File: src/rtl/ipm2t_hssthp_wtchdg_pkg.sv
// ipm2t_hssthp_wtchdg_pkg
// Shared definitions for the multi-channel HSSTHP reset watchdog:
//   - wtchdg_st_e : 2-bit per-channel state encoding, visible on wtchdg_st
//   - cnt_width() : counter width for a given terminal value
package ipm2t_hssthp_wtchdg_pkg;

  typedef enum logic [1:0] {
    WTCHDG_WAIT  = 2'b00,
    WTCHDG_COUNT = 2'b01,
    WTCHDG_ALARM = 2'b10,
    WTCHDG_FAIL  = 2'b11
  } wtchdg_st_e;

  // One spare bit above $clog2 so the terminal value itself always fits.
  function automatic int cnt_width(input int terminal);
    return $clog2(terminal) + 1;
  endfunction

endpackage

File: src/rtl/ipm2t_hssthp_rst_wtchdg_ch.sv
// ipm2t_hssthp_rst_wtchdg_ch
// One watchdog channel: WAIT -> COUNT -> ALARM (reset pulse) -> WAIT/COUNT,
// with an optional bounded retry count that parks the channel in FAIL.
// Optional feature macro: IPM2T_HSSTHP_WTCHDG_RETRY_EN (retry counter + FAIL).
// Ports:
//   clk, rst_n     clock, asynchronous active-low reset
//   clr            synchronous clear, overrides every FSM rule
//   wtchdg_in      health input (polarity set by OK_ACTIVE_HIGH)
//   tick           shared prescaler tick
//   wtchdg_rst_n   registered reset request, active low
//   wtchdg_st      registered state
//   wtchdg_fail    registered sticky failure flag
module ipm2t_hssthp_rst_wtchdg_ch
  import ipm2t_hssthp_wtchdg_pkg::*;
#(
  parameter int OK_ACTIVE_HIGH = 1,
  parameter int TIMEOUT_TICKS  = 512,
  parameter int RST_CYCLES     = 512,
  parameter int MAX_RETRY      = 3
) (
  input  logic       clk,
  input  logic       rst_n,
  input  logic       clr,
  input  logic       wtchdg_in,
  input  logic       tick,
  output logic       wtchdg_rst_n,
  output wtchdg_st_e wtchdg_st,
  output logic       wtchdg_fail
);

  if (TIMEOUT_TICKS < 1 || RST_CYCLES < 1 || MAX_RETRY < 1) begin : g_bad_param
    $error("ipm2t_hssthp_rst_wtchdg_ch: TIMEOUT_TICKS, RST_CYCLES and MAX_RETRY must be >= 1");
  end

  localparam int TICK_W = cnt_width(TIMEOUT_TICKS);
  localparam int RST_W  = cnt_width(RST_CYCLES);
  localparam logic [TICK_W-1:0] TICK_LAST = TICK_W'(TIMEOUT_TICKS - 1);
  localparam logic [RST_W-1:0]  RST_LAST  = RST_W'(RST_CYCLES - 1);

  logic              ok;
  logic              retry_done;
  wtchdg_st_e        st_nxt;
  logic [TICK_W-1:0] tick_cnt, tick_nxt;
  logic [RST_W-1:0]  rst_cnt, rst_nxt;

  assign ok = (wtchdg_in == (OK_ACTIVE_HIGH != 0));

`ifdef IPM2T_HSSTHP_WTCHDG_RETRY_EN
  localparam int RETRY_W = cnt_width(MAX_RETRY);
  localparam logic [RETRY_W-1:0] RETRY_LAST = RETRY_W'(MAX_RETRY);

  logic [RETRY_W-1:0] retry_cnt, retry_nxt;

  assign retry_done = (retry_cnt == RETRY_LAST);
`else
  assign retry_done = 1'b0;
`endif

  always_comb begin
    // NOTE: every signal written here gets its default first, so no path can
    // leave it unassigned and infer a latch.
    st_nxt   = wtchdg_st;
    tick_nxt = tick_cnt;
    rst_nxt  = rst_cnt;
`ifdef IPM2T_HSSTHP_WTCHDG_RETRY_EN
    retry_nxt = retry_cnt;
`endif
    if (clr) begin
      st_nxt   = WTCHDG_WAIT;
      tick_nxt = '0;
      rst_nxt  = '0;
`ifdef IPM2T_HSSTHP_WTCHDG_RETRY_EN
      retry_nxt = '0;
`endif
    end else begin
      case (wtchdg_st)
        WTCHDG_WAIT: begin
          if (!ok) begin
            st_nxt   = WTCHDG_COUNT;
            tick_nxt = '0;
          end
        end
        WTCHDG_COUNT: begin
          if (ok) begin
            // A healthy interval restores the full retry budget.
            st_nxt = WTCHDG_WAIT;
`ifdef IPM2T_HSSTHP_WTCHDG_RETRY_EN
            retry_nxt = '0;
`endif
          end else if (tick) begin
            if (tick_cnt == TICK_LAST) begin
              st_nxt  = WTCHDG_ALARM;
              rst_nxt = '0;
`ifdef IPM2T_HSSTHP_WTCHDG_RETRY_EN
              retry_nxt = retry_cnt + RETRY_W'(1);
`endif
            end else begin
              tick_nxt = tick_cnt + TICK_W'(1);
            end
          end
        end
        WTCHDG_ALARM: begin
          // ok is ignored here: a started pulse always runs its full length.
          if (rst_cnt == RST_LAST) begin
            if (retry_done) begin
              st_nxt = WTCHDG_FAIL;
            end else if (ok) begin
              st_nxt = WTCHDG_WAIT;
            end else begin
              st_nxt   = WTCHDG_COUNT;
              tick_nxt = '0;
            end
          end else begin
            rst_nxt = rst_cnt + RST_W'(1);
          end
        end
        default: begin
`ifdef IPM2T_HSSTHP_WTCHDG_RETRY_EN
          st_nxt = WTCHDG_FAIL;
`else
          st_nxt = WTCHDG_WAIT;
`endif
        end
      endcase
    end
  end

  // Outputs are registered from the next-state value so they line up with
  // the state register in the same cycle.
  always_ff @(posedge clk or negedge rst_n) begin
    if (!rst_n) begin
      wtchdg_st    <= WTCHDG_WAIT;
      tick_cnt     <= '0;
      rst_cnt      <= '0;
      wtchdg_rst_n <= 1'b1;
    end else begin
      // NOTE: sequential state uses non-blocking assignments so every register
      // samples the pre-edge values regardless of statement order.
      wtchdg_st    <= st_nxt;
      tick_cnt     <= tick_nxt;
      rst_cnt      <= rst_nxt;
      wtchdg_rst_n <= (st_nxt != WTCHDG_ALARM);
    end
  end

`ifdef IPM2T_HSSTHP_WTCHDG_RETRY_EN
  always_ff @(posedge clk or negedge rst_n) begin
    if (!rst_n) begin
      retry_cnt   <= '0;
      wtchdg_fail <= 1'b0;
    end else begin
      retry_cnt   <= retry_nxt;
      wtchdg_fail <= (st_nxt == WTCHDG_FAIL);
    end
  end
`else
  assign wtchdg_fail = 1'b0;
`endif

endmodule

File: src/rtl/ipm2t_hssthp_rst_wtchdg_mc.sv
// ipm2t_hssthp_rst_wtchdg_mc
// Multi-channel watchdog for the HSSTHP reset sequencer. Holds the shared
// prescaler and the any-fail aggregate; one ipm2t_hssthp_rst_wtchdg_ch per lane.
// Optional feature macro: IPM2T_HSSTHP_WTCHDG_RETRY_EN (retry limit + FAIL).
// Ports:
//   clk, rst_n        clock, asynchronous active-low reset
//   wtchdg_clr        per-channel synchronous clear
//   wtchdg_in         per-channel health input
//   wtchdg_rst_n      per-channel reset request, active low, registered
//   wtchdg_st         per-channel state, bits [2i+1:2i] for channel i
//   wtchdg_fail       per-channel sticky failure flag
//   wtchdg_any_fail   registered OR of wtchdg_fail (one cycle behind it)
module ipm2t_hssthp_rst_wtchdg_mc
  import ipm2t_hssthp_wtchdg_pkg::*;
#(
  parameter int CH_NUM         = 4,
  parameter int OK_ACTIVE_HIGH = 1,
  parameter int PRESCALE_WIDTH = 9,
  parameter int TIMEOUT_TICKS  = 512,
  parameter int RST_CYCLES     = 512,
  parameter int MAX_RETRY      = 3
) (
  input  logic                clk,
  input  logic                rst_n,
  input  logic [CH_NUM-1:0]   wtchdg_clr,
  input  logic [CH_NUM-1:0]   wtchdg_in,
  output logic [CH_NUM-1:0]   wtchdg_rst_n,
  output logic [2*CH_NUM-1:0] wtchdg_st,
  output logic [CH_NUM-1:0]   wtchdg_fail,
  output logic                wtchdg_any_fail
);

  if (CH_NUM < 1 || CH_NUM > 16) begin : g_bad_ch_num
    $error("ipm2t_hssthp_rst_wtchdg_mc: CH_NUM must be in 1..16");
  end

  logic [PRESCALE_WIDTH-1:0] presc;
  logic                      tick;

  // Free-running; channel events never disturb it, so timeout latency
  // depends on the prescaler phase when a channel starts counting.
  always_ff @(posedge clk or negedge rst_n) begin
    if (!rst_n) begin
      presc <= '0;
    end else begin
      presc <= presc + PRESCALE_WIDTH'(1);
    end
  end

  assign tick = &presc;

  for (genvar i = 0; i < CH_NUM; i++) begin : g_ch
    wtchdg_st_e st_i;

    ipm2t_hssthp_rst_wtchdg_ch #(
      .OK_ACTIVE_HIGH (OK_ACTIVE_HIGH),
      .TIMEOUT_TICKS  (TIMEOUT_TICKS),
      .RST_CYCLES     (RST_CYCLES),
      .MAX_RETRY      (MAX_RETRY)
    ) u_ch (
      .clk          (clk),
      .rst_n        (rst_n),
      .clr          (wtchdg_clr[i]),
      .wtchdg_in    (wtchdg_in[i]),
      .tick         (tick),
      .wtchdg_rst_n (wtchdg_rst_n[i]),
      .wtchdg_st    (st_i),
      .wtchdg_fail  (wtchdg_fail[i])
    );

    assign wtchdg_st[2*i +: 2] = st_i;
  end

`ifdef IPM2T_HSSTHP_WTCHDG_RETRY_EN
  always_ff @(posedge clk or negedge rst_n) begin
    if (!rst_n) begin
      wtchdg_any_fail <= 1'b0;
    end else begin
      wtchdg_any_fail <= |wtchdg_fail;
    end
  end
`else
  assign wtchdg_any_fail = 1'b0;
`endif

endmodule

File: config.mk
export PLATFORM = sky130hd
export DESIGN_NAME = ipm2t_hssthp_rst_wtchdg_mc
export DESIGN_NICKNAME = d
export VERILOG_FILES = /design/src/rtl/ipm2t_hssthp_wtchdg_pkg.sv /design/src/rtl/ipm2t_hssthp_rst_wtchdg_ch.sv /design/src/rtl/ipm2t_hssthp_rst_wtchdg_mc.sv
export SDC_FILE = /design/constraint.sdc
export NUM_CORES = 1
export LEC_CHECK = 0
export CAP_MARGIN = 20
export CELL_PAD_IN_SITES_DETAIL_PLACEMENT = 1
export CELL_PAD_IN_SITES_GLOBAL_PLACEMENT = 2
export CORE_MARGIN = 2
export CORE_UTILIZATION = 25
export CTS_BUF_LIST = sky130_fd_sc_hd__clkbuf_4 sky130_fd_sc_hd__clkbuf_8
export CTS_CLUSTER_SIZE = 10
export DETAILED_ROUTE_END_ITERATION = 8
export HOLD_SLACK_MARGIN = 0.03
export PLACE_DENSITY = 0.58
export SETUP_SLACK_MARGIN = 0.02
export SLEW_MARGIN = 10
export SYNTH_ARGS = -nofsm -noshare
export SYNTH_HDL_FRONTEND = slang
export SYNTH_SLANG_ARGS = --single-unit
File: constraint.sdc
create_clock -name clk -period 3.2 [get_ports clk]
set_input_delay 0.32 -clock clk [delete_from_list [all_inputs] [get_ports clk]]
set_output_delay 0.32 -clock clk [all_outputs]
set_load 0.005 [all_outputs]
==> impl_results.md, run 1 <==
* H-tree depth at 3
* PortBufs at 21
* Hpwl dp at 10400 um
* Layout cells sized above 1 at 0.0918
* Hold Vio Cnt, Final at 0
* Worst Path Max Fanout at 8
* GP Congestion at 0.791
* Top Layer Used: met4
* Clock tree buffer depth at 2
* Sequential-to-total area share from yosys stat at 0.447
* Clock tree from TritonCTS: done
* First drt pass iteration count at 4
* Initial antenna violation count at 0
* Root buf cell: clkbuf_8
* Largest net degree at the start of global routing at 67
* TNS Setup at 0 ps
* Syn Inst Count at 608
* Setup Fix Bufs, Post-CTS at 0
* DR vias/cell at 5.09
* Worst R2R Setup Slack at 360 ps
* RSZ-0062 raised after global routing: false
* # DRC at 0
* Netlist cell types at 71
* Die outline height at 155 um
* Vias in the first global route at 4924
* Row cnt at 55
* Slew margin rel. at 0.452
* Die area at 23900 um2
* Reg2Reg Launch Point: presc[0]
* Post-Syn Area at 5670 um2
* Clock-pin slew on the worst setup and hold paths at 100 ps
* Minimum clock period at 2840 ps
* Top FF cell, synth: dfrtp_1
* Top post-synthesis cells by count: 97 x dfrtp_1, 55 x nor2_1, 53 x o21ai_0
* FF+latch count, synth at 101
* Synth area leaders: dfrtp_1 43%, o21ai_0 4.7%, nand3_1 3.7%
* Clock skew at 8.15 ps
* DRT Wirelength at 14700 um
* Post-route ant nets at 0
* Crit start category: flop
* Starting Density at 0.253
* I/O pin count at 27
* Crit end category: flop
* Metal3 WL at 337 um
* Diode count at 0
* Tcrit/Tclk final at 0.887
* Total of max-cap violations at 0
* Core Area at 22400 um2
* Met1 WL at 7010 um
* Cell Pwr Density at 349 nW/um2
* First-pass GRT wire length at 25500 um
* Cell with the most instances after synthesis: dfrtp_1
* Status: finished clean
* Synthesized area per cell at 9.32 um2
* Pre-CTS WS at 306 ps
* Remaining Overflow, GRT at 0
* Worst R2R Path Depth at 10
* Achievable Freq at 0.352 GHz
* Area leader, netlist: dfrtp_1
* Ys async rst share at 1.00
* Area delta synth->final at 12.3%
* R2R Path End: g_ch[3].u_ch.tick_cnt[1]
* Setup crit start: presc[0]
* Critical path arrival at 3120 ps
* Slew Viols, Final at 0
* Initial detailed-routing violation count at 171
* Yosys warns at 0
* Clk_lat worst skew at 380 ps
* Chip width at 155 um
* # setup viols final at 0
* Number of synthesized flops with an enable pin at 0
* CP Class: flop to flop
* Met2 routed WL at 7230 um
* Worst setup path endpoint: g_ch[3].u_ch.tick_cnt[1]
* Maximum VDD drop at 0.174 mV
* WP data required at 3480 ps
* Measured slew at the worst slew-check pin at 820 ps
* WL per Instance at 16.0 um
* Num CTS Buffers at 9
* Post-layout net count at 648
* Worst setup margin at 361 ps
* DR vias at 4668
* Synth top area share at 0.428
* Clock sinks at 101
* Gr usage total at 0.131
* Worst hold path type: input port to async pin
* Leak at 2.57 nW
-- per-stage QoR --
| stage | cell area [um2] | power [W] | hold slack, ps | cells | utilization |
|---|---|---|---|---|---|
| 3_5_place_dp | 6170 | 0.00145 | 338 | 901 | 0.275 |
| 2_1_floorplan | 5680 | 0.00138 | 24.4 | 612 | - |
| 4_1_cts | 6360 | 0.00229 | 444 | 917 | 0.283 |
| 3_3_place_gp | 6170 | 0.00145 | 336 | 901 | 0.275 |
| 5_1_grt | 6370 | 0.00235 | 461 | 917 | 0.284 |
| 6_report | 6370 | 0.00222 | 450 | 917 | 0.284 |
-- per-layer routing --
metal / global-route usage / up-vias
met5: 0 / -
met2: 0.221 / 32
met3: 0.0336 / 7
met1: 0.169 / 2342
li1: - / 2287
met4: 0.0269 / 0
-- where the power goes --
group,switching (W),internal [W]
Combinational,0.0000885,0.0000450
Clock,0.000462,0.000338
Sequential,0.00000898,0.00128
Total,0.000560,0.00166
-- cell usage in the layout (no fill, tap or decap), types with 15 or more instances in the layout --
cell / count
o21ai_0: 53
clkdlybuf4s50_1: 20
nor2_1: 55
nand2_1: 42
dfrtp_1: 97
nand2b_1: 17
a21oi_1: 30
nand3_1: 42
inv_1: 17
nand4_1: 15
-- sequential cells by signal, indices dropped and copies added (netlist names) --
name / count
g_ch.u_ch.rst_cnt: 40
g_ch.u_ch.tick_cnt: 40
presc: 9
g_ch.u_ch.wtchdg_st: 8
g_ch.u_ch.wtchdg_rst_n: 4
-- worst max-delay path: stages, from the launching register on --
cell and delay (ps):
dfrtp_1 430, ha_1 240, nand3_1 120, nor2_1 90
and3_1 180, ha_1 290, inv_1 150, a211oi_1 110
a311oi_1 650, nor2_1 180, a32o_1 310
-- what timing repair did --
action,in CTS,in global routing
setup endpoints to repair,0,5
hold buffers,1,0
gates resized for setup,0,2
endpoints found under the hold margin,33,0
-- area by class of cell --
class	instances	area, um2
inverters	17	63.8
multi-input cells	470	2960
clock inverters	2	10.0
repair buffers	29	283
fillers	2627	16100
well taps	285	357
clock buffers	13	166
flip-flops and latches	101	2530
-- kinds of logic (layout without fill, tap and decap cells) --
logic type / after synthesis / in the layout / synth area share
xor gates and xnor gates: 16 / 16 / 0.0247
AOI/OAI and AO/OA: 165 / 165 / 0.202
other: 1 / 5 / 0.000661
DFF: 101 / 101 / 0.447
adders and majority gates: 10 / 10 / 0.0221
muxes: 5 / 5 / 0.00927
and+or+nand+nor: 269 / 269 / 0.258
buffers and inverters: 41 / 61 / 0.0362
-- how the worst min path moves through the flow --
stage | start | endpoint | slack (ps) | depth (start not counted)
detailed placement | rst_n | g_ch[1].u_ch.tick_cnt[2] | 340 | 1
floorplan | rst_n | g_ch[0].u_ch.rst_cnt[0] | 20 | 0
finish | rst_n | g_ch[1].u_ch.tick_cnt[0] | 450 | 2
CTS | rst_n | g_ch[1].u_ch.rst_cnt[0] | 440 | 2
global placement | rst_n | g_ch[1].u_ch.tick_cnt[4] | 340 | 1
global route | rst_n | g_ch[1].u_ch.rst_cnt[0] | 460 | 2
Note: power is estimated with default switching activity, not from simulation.
==> run 2: changes to the inputs <==
CELL_PAD_IN_SITES_DETAIL_PLACEMENT = 2   (was 1)
MAX_ROUTING_LAYER = met4   (was unset)
==> impl_results.md, run 2 (synthesized netlist as in run 1, its figures left out) <==
* Status: finished clean
* # setup viols final at 0
* Root buf cell: clkbuf_8
* # DRC at 0
* Core Area at 22400 um2
* Met1 usage at 0.178
* First-pass GRT wire length at 27300 um
* WL per Instance at 17.1 um
* Area occupied by multi-input gates at 2950 um2
* Num CTS Buffers at 9
* DR vias/cell at 5.17
* Worst path top cell family by delay: compound AO/OA/AOI/OAI gates
* Critical path arrival at 3150 ps
* Row cnt at 55
* Diode count at 0
* Final hold slack at 440 ps
* DRT Wirelength at 15700 um
* Reg area at 2530 um2
* Clock sinks at 101
* Critical path's slowest cell: o22ai_1
* Initial detailed-routing violation count at 155
* Tcrit/Tclk final at 0.903
* Global Route met3 Usage at 0.0305
* Post-route ant nets at 0
* Remaining Overflow, GRT at 0
* Clock tree from TritonCTS: done
* Leak at 2.60 nW
* Slew Viols, Final at 0
* DR vias at 4745
* Worst path cell trace: ha_1 > nand3_1 > nor2_1 > and3_1 > ha_1 > nand2b_1 > a21oi_1 > o22ai_1 > nand2b_1 > o21ai_0
* Die area at 23900 um2
* GP Congestion at 0.802
* Clock-pin slew on the worst setup and hold paths at 100 ps
* Maximum VDD drop at 0.218 mV
* Slew margin rel. at 0.358
* Clock tree buffer depth at 2
* CP peak stage delay at 750 ps
* Gr busiest metal: met2
* Finished Core Util at 0.287
* Worst setup margin at 309 ps
* Clk_lat worst skew at 380 ps
* Hpwl dp at 11400 um
* Pre-CTS WS at 331 ps
* Tot Pwr at 0.00248 W
* Vias in the first global route at 5200
* Gr usage total at 0.144
* Met2 Use GR at 0.244
* Commonest cells after routing, fill and taps aside: 97 x dfrtp_1, 55 x nor2_1, 53 x o21ai_0
* Worst path bufs/invs at 0
* Largest net degree at the start of global routing at 67
* Layout cells sized above 1 at 0.0900
* Measured slew at the worst slew-check pin at 963 ps
* Worst hold path type: input port to async pin
* TNS Setup at 0 ps
* Achievable Freq at 0.346 GHz
* I/O pin count at 27
* Minimum clock period at 2890 ps
* Total of max-cap violations at 0
* Die outline height at 155 um
* PostCTS Resize Cnt at 0
* Chip width at 155 um
* PortBufs at 21
* RSZ-0062 raised after global routing: false
* First drt pass iteration count at 4
* Hold Vio Cnt, Final at 0
* Largest registers: g_ch.u_ch.rst_cnt x40, g_ch.u_ch.tick_cnt x40, presc x9
* Setup Fix Bufs, Post-CTS at 0
* Area delta synth->final at 13.7%
* Most common cell after layout, fill and taps aside: dfrtp_1
* CP Class: flop to flop
* Initial antenna violation count at 0
* Crit start category: flop
* Worst Path Max Fanout at 13
* Cell Pwr Density at 385 nW/um2
* Fill count at 2549
* Clock skew at 7.59 ps
* Starting Density at 0.253
* Post-layout net count at 648
* WP data required at 3460 ps
* H-tree depth at 3
* Crit end category: flop
[run 2: what timing repair did]
action                                  4_1_cts  5_1_grt
endpoints found under the setup margin        0        0
hold buffers                                  1        0
hold endpoints to repair                     33        0
[run 2: worst paths after layout]
check / startpoint / endpoint / slack, ps / cells past startpoint
worst max-delay path: presc[0] / g_ch[0].u_ch.tick_cnt[1] / 310 / 10
worst min-delay path: rst_n / g_ch[1].u_ch.tick_cnt[4] / 440 / 2
worst max register to register: presc[0] / g_ch[0].u_ch.tick_cnt[1] / 310 / 10
worst min register to register: presc[7] / presc[7] / 490 / 1
max in group asynchronous: rst_n / g_ch[0].u_ch.wtchdg_rst_n / 1970 / 3
min in group clk: presc[7] / presc[7] / 490 / 1
[run 2: layer usage]
metal,vias to the layer above,routed length [um]
met4,0,104
li1,2276,-
met3,6,313
met5,-,0
met2,30,7970
met1,2433,7290
[run 2: through the flow]
step | area [um2] | cells
6_report | 6440 | 918
5_1_grt | 6440 | 918
4_1_cts | 6440 | 918
3_5_place_dp | 6170 | 901
3_3_place_gp | 6170 | 901
2_1_floorplan | 5680 | 612
[run 2: worst register-to-register path: cells and delay by family (launching register included)]
kind                       cells  cell delay, ps
AOI/OAI and AO/OA              3             970
adders and majority gates      2             520
DFF                            1             430
and+or+nand+nor                5             850
[run 2: final cells by class]
type / instances / share of cell area
repair buffers: 29 / 0.0439
multi-input cells: 470 / 0.457
clock inverters: 3 / 0.0140
clock buffers: 13 / 0.0268
flip-flops and latches: 101 / 0.393
inverters: 17 / 0.00990
well taps: 285 / 0.0553
[run 2: report_power, final]
part | internal, W | leakage [nW] | switching (W)
combinational | 0.0000445 | 1.09 | 0.0000891
sequential | 0.00128 | 1.38 | 0.00000879
clock | 0.000593 | 0.133 | 0.000467
==> run 3: changes to the inputs <==
CORE_MARGIN = 1   (was 2)
==> impl_results.md, run 3 (synthesized netlist as in run 1, its figures left out) <==
* Num CTS Buffers at 9
* P_int at 0.00181 W
* H-tree depth at 3
* Die outline height at 153 um
* Worst R2R Setup Slack at 390 ps
* First drt pass iteration count at 7
* Starting Density at 0.257
* Setup Fix Bufs, Post-CTS at 0
* Slew Viols, Final at 0
* Remaining Overflow, GRT at 0
* Core Area at 22000 um2
* Achievable Freq at 0.356 GHz
* CP Class: flop to flop
* Layout cells sized above 1 at 0.0900
* Chip width at 153 um
* Largest registers: g_ch.u_ch.rst_cnt x40, g_ch.u_ch.tick_cnt x40, presc x9
* # DRC at 0
* Largest net degree at the start of global routing at 58
* Cell Pwr Density at 375 nW/um2
* Hpwl dp at 11700 um
* Vias in the first global route at 5385
* Combinational group share of total power at 0.057
* I/O pin count at 27
* Minimum clock period at 2810 ps
* Sw Pwr at 0.000592 W
* Worst setup path endpoint: g_ch[2].u_ch.tick_cnt[7]
* RSZ-0062 raised after global routing: false
* Root buf cell: clkbuf_8
* Switching Fraction at 0.246
* Leak at 2.59 nW
* Post-layout net count at 648
* Tcrit/Tclk final at 0.878
* Worst R2R Path Depth at 10
* Finished Core Util at 0.291
* Reg power frac at 0.537
* Most common cell after layout, fill and taps aside: dfrtp_1
* Area delta synth->final at 13.1%
* Row cnt at 54
* Setup crit start: presc[0]
* Commonest cells after routing, fill and taps aside: 97 x dfrtp_1, 55 x nor2_1, 53 x o21ai_0
* Measured slew at the worst slew-check pin at 877 ps
* Slew margin rel. at 0.414
* Clk_lat worst skew at 390 ps
* Tot Pwr at 0.00240 W
* First-pass GRT wire length at 27800 um
* DRT Wirelength at 16100 um
* TNS Setup at 0 ps
* Maximum VDD drop at 0.144 mV
* Worst Path Max Fanout at 10
* Hold Vio Cnt, Final at 0
* Initial antenna violation count at 0
* R2R Path End: g_ch[2].u_ch.tick_cnt[7]
* Post-route ant nets at 0
* WL per Instance at 17.6 um
* Crit end category: flop
* # setup viols final at 0
* Clk pwr share at 0.407
* Clock-pin slew on the worst setup and hold paths at 100 ps
* Status: finished clean
* Final Non-Filler Cells at 913
* Worst hold path type: flop to flop
* Diode count at 0
* Clock tree buffer depth at 2
* DR vias at 4833
* DR vias/cell at 5.29
* WP data required at 3470 ps
* GP Congestion at 0.744
* PortBufs at 21
* Pre-CTS WS at 362 ps
* Crit start category: flop
* Initial detailed-routing violation count at 171
* Total of max-cap violations at 0
* Clock sinks at 101
* Gr usage total at 0.151
* Die area at 23300 um2
* Clock tree from TritonCTS: done
* Worst setup margin at 389 ps
* Inst Count DP at 896
* Clock skew at 10.1 ps
* Critical path arrival at 3080 ps
* Reg2Reg Launch Point: presc[0]
[run 3: repair_timing]
item | 4_1_cts | 5_1_grt
resized for setup | 0 | 0
hold buffers | 1 | 0
endpoints found under the hold margin | 6 | 0
[run 3: worst min path at each step]
| stage | start | to | cells past startpoint |
|---|---|---|---|
| after floorplan | rst_n | g_ch[0].u_ch.rst_cnt[0] | 0 |
| after global placement | presc[0] | presc[0] | 1 |
| after detailed placement | presc[7] | presc[7] | 1 |
| after CTS | presc[7] | presc[7] | 1 |
| after global routing | presc[7] | presc[7] | 1 |
| final | presc[7] | presc[7] | 1 |
[run 3: power by group through the flow]
stage	Sequential (W)	Clock (W)	Combinational, W
detailed placement	0.00131	0	0.000139
global route	0.00129	0.00108	0.000153
floorplan	0.00131	0	0.0000681
global placement	0.00131	0	0.000135
CTS	0.00129	0.00103	0.000140
finish	0.00129	0.000977	0.000136
[run 3: area by class of cell]
class	instances	area, um2
clock buffers	11	151
clock inverters	5	82.6
fillers	2453	15600
repair buffers	29	283
well taps	280	350
flip-flops and latches	101	2530
multi-input cells	470	2950
inverters	17	63.8
[run 3: routing by layer]
| layer | vias to the layer above | GRT usage | share of wire | wire length (um) |
|---|---|---|---|---|
| met5 | - | - | 0 | 0 |
| met4 | 0 | 0.0404 | 0.011 | 182 |
| met3 | 16 | 0.0284 | 0.021 | 332 |
| met2 | 46 | 0.255 | 0.49 | 7900 |
| met1 | 2480 | 0.185 | 0.48 | 7650 |
| li1 | 2291 | - | - | - |
[run 3: per-stage QoR]
step / hold slack (ps) / area [um2]
6_report: 478 / 6410
5_1_grt: 488 / 6410
4_1_cts: 483 / 6410
3_5_place_dp: 464 / 6170
3_3_place_gp: 449 / 6170
2_1_floorplan: 24.4 / 5680
[run 3: critical path: stages, from the launching register on]
cell	delay (ps)
dfrtp_1	400
ha_1	200
nand3_1	110
nor2_1	180
and3_1	180
ha_1	240
buf_4	230
nand2b_1	70
a21oi_1	440
nand3_1	270
o41ai_1	350
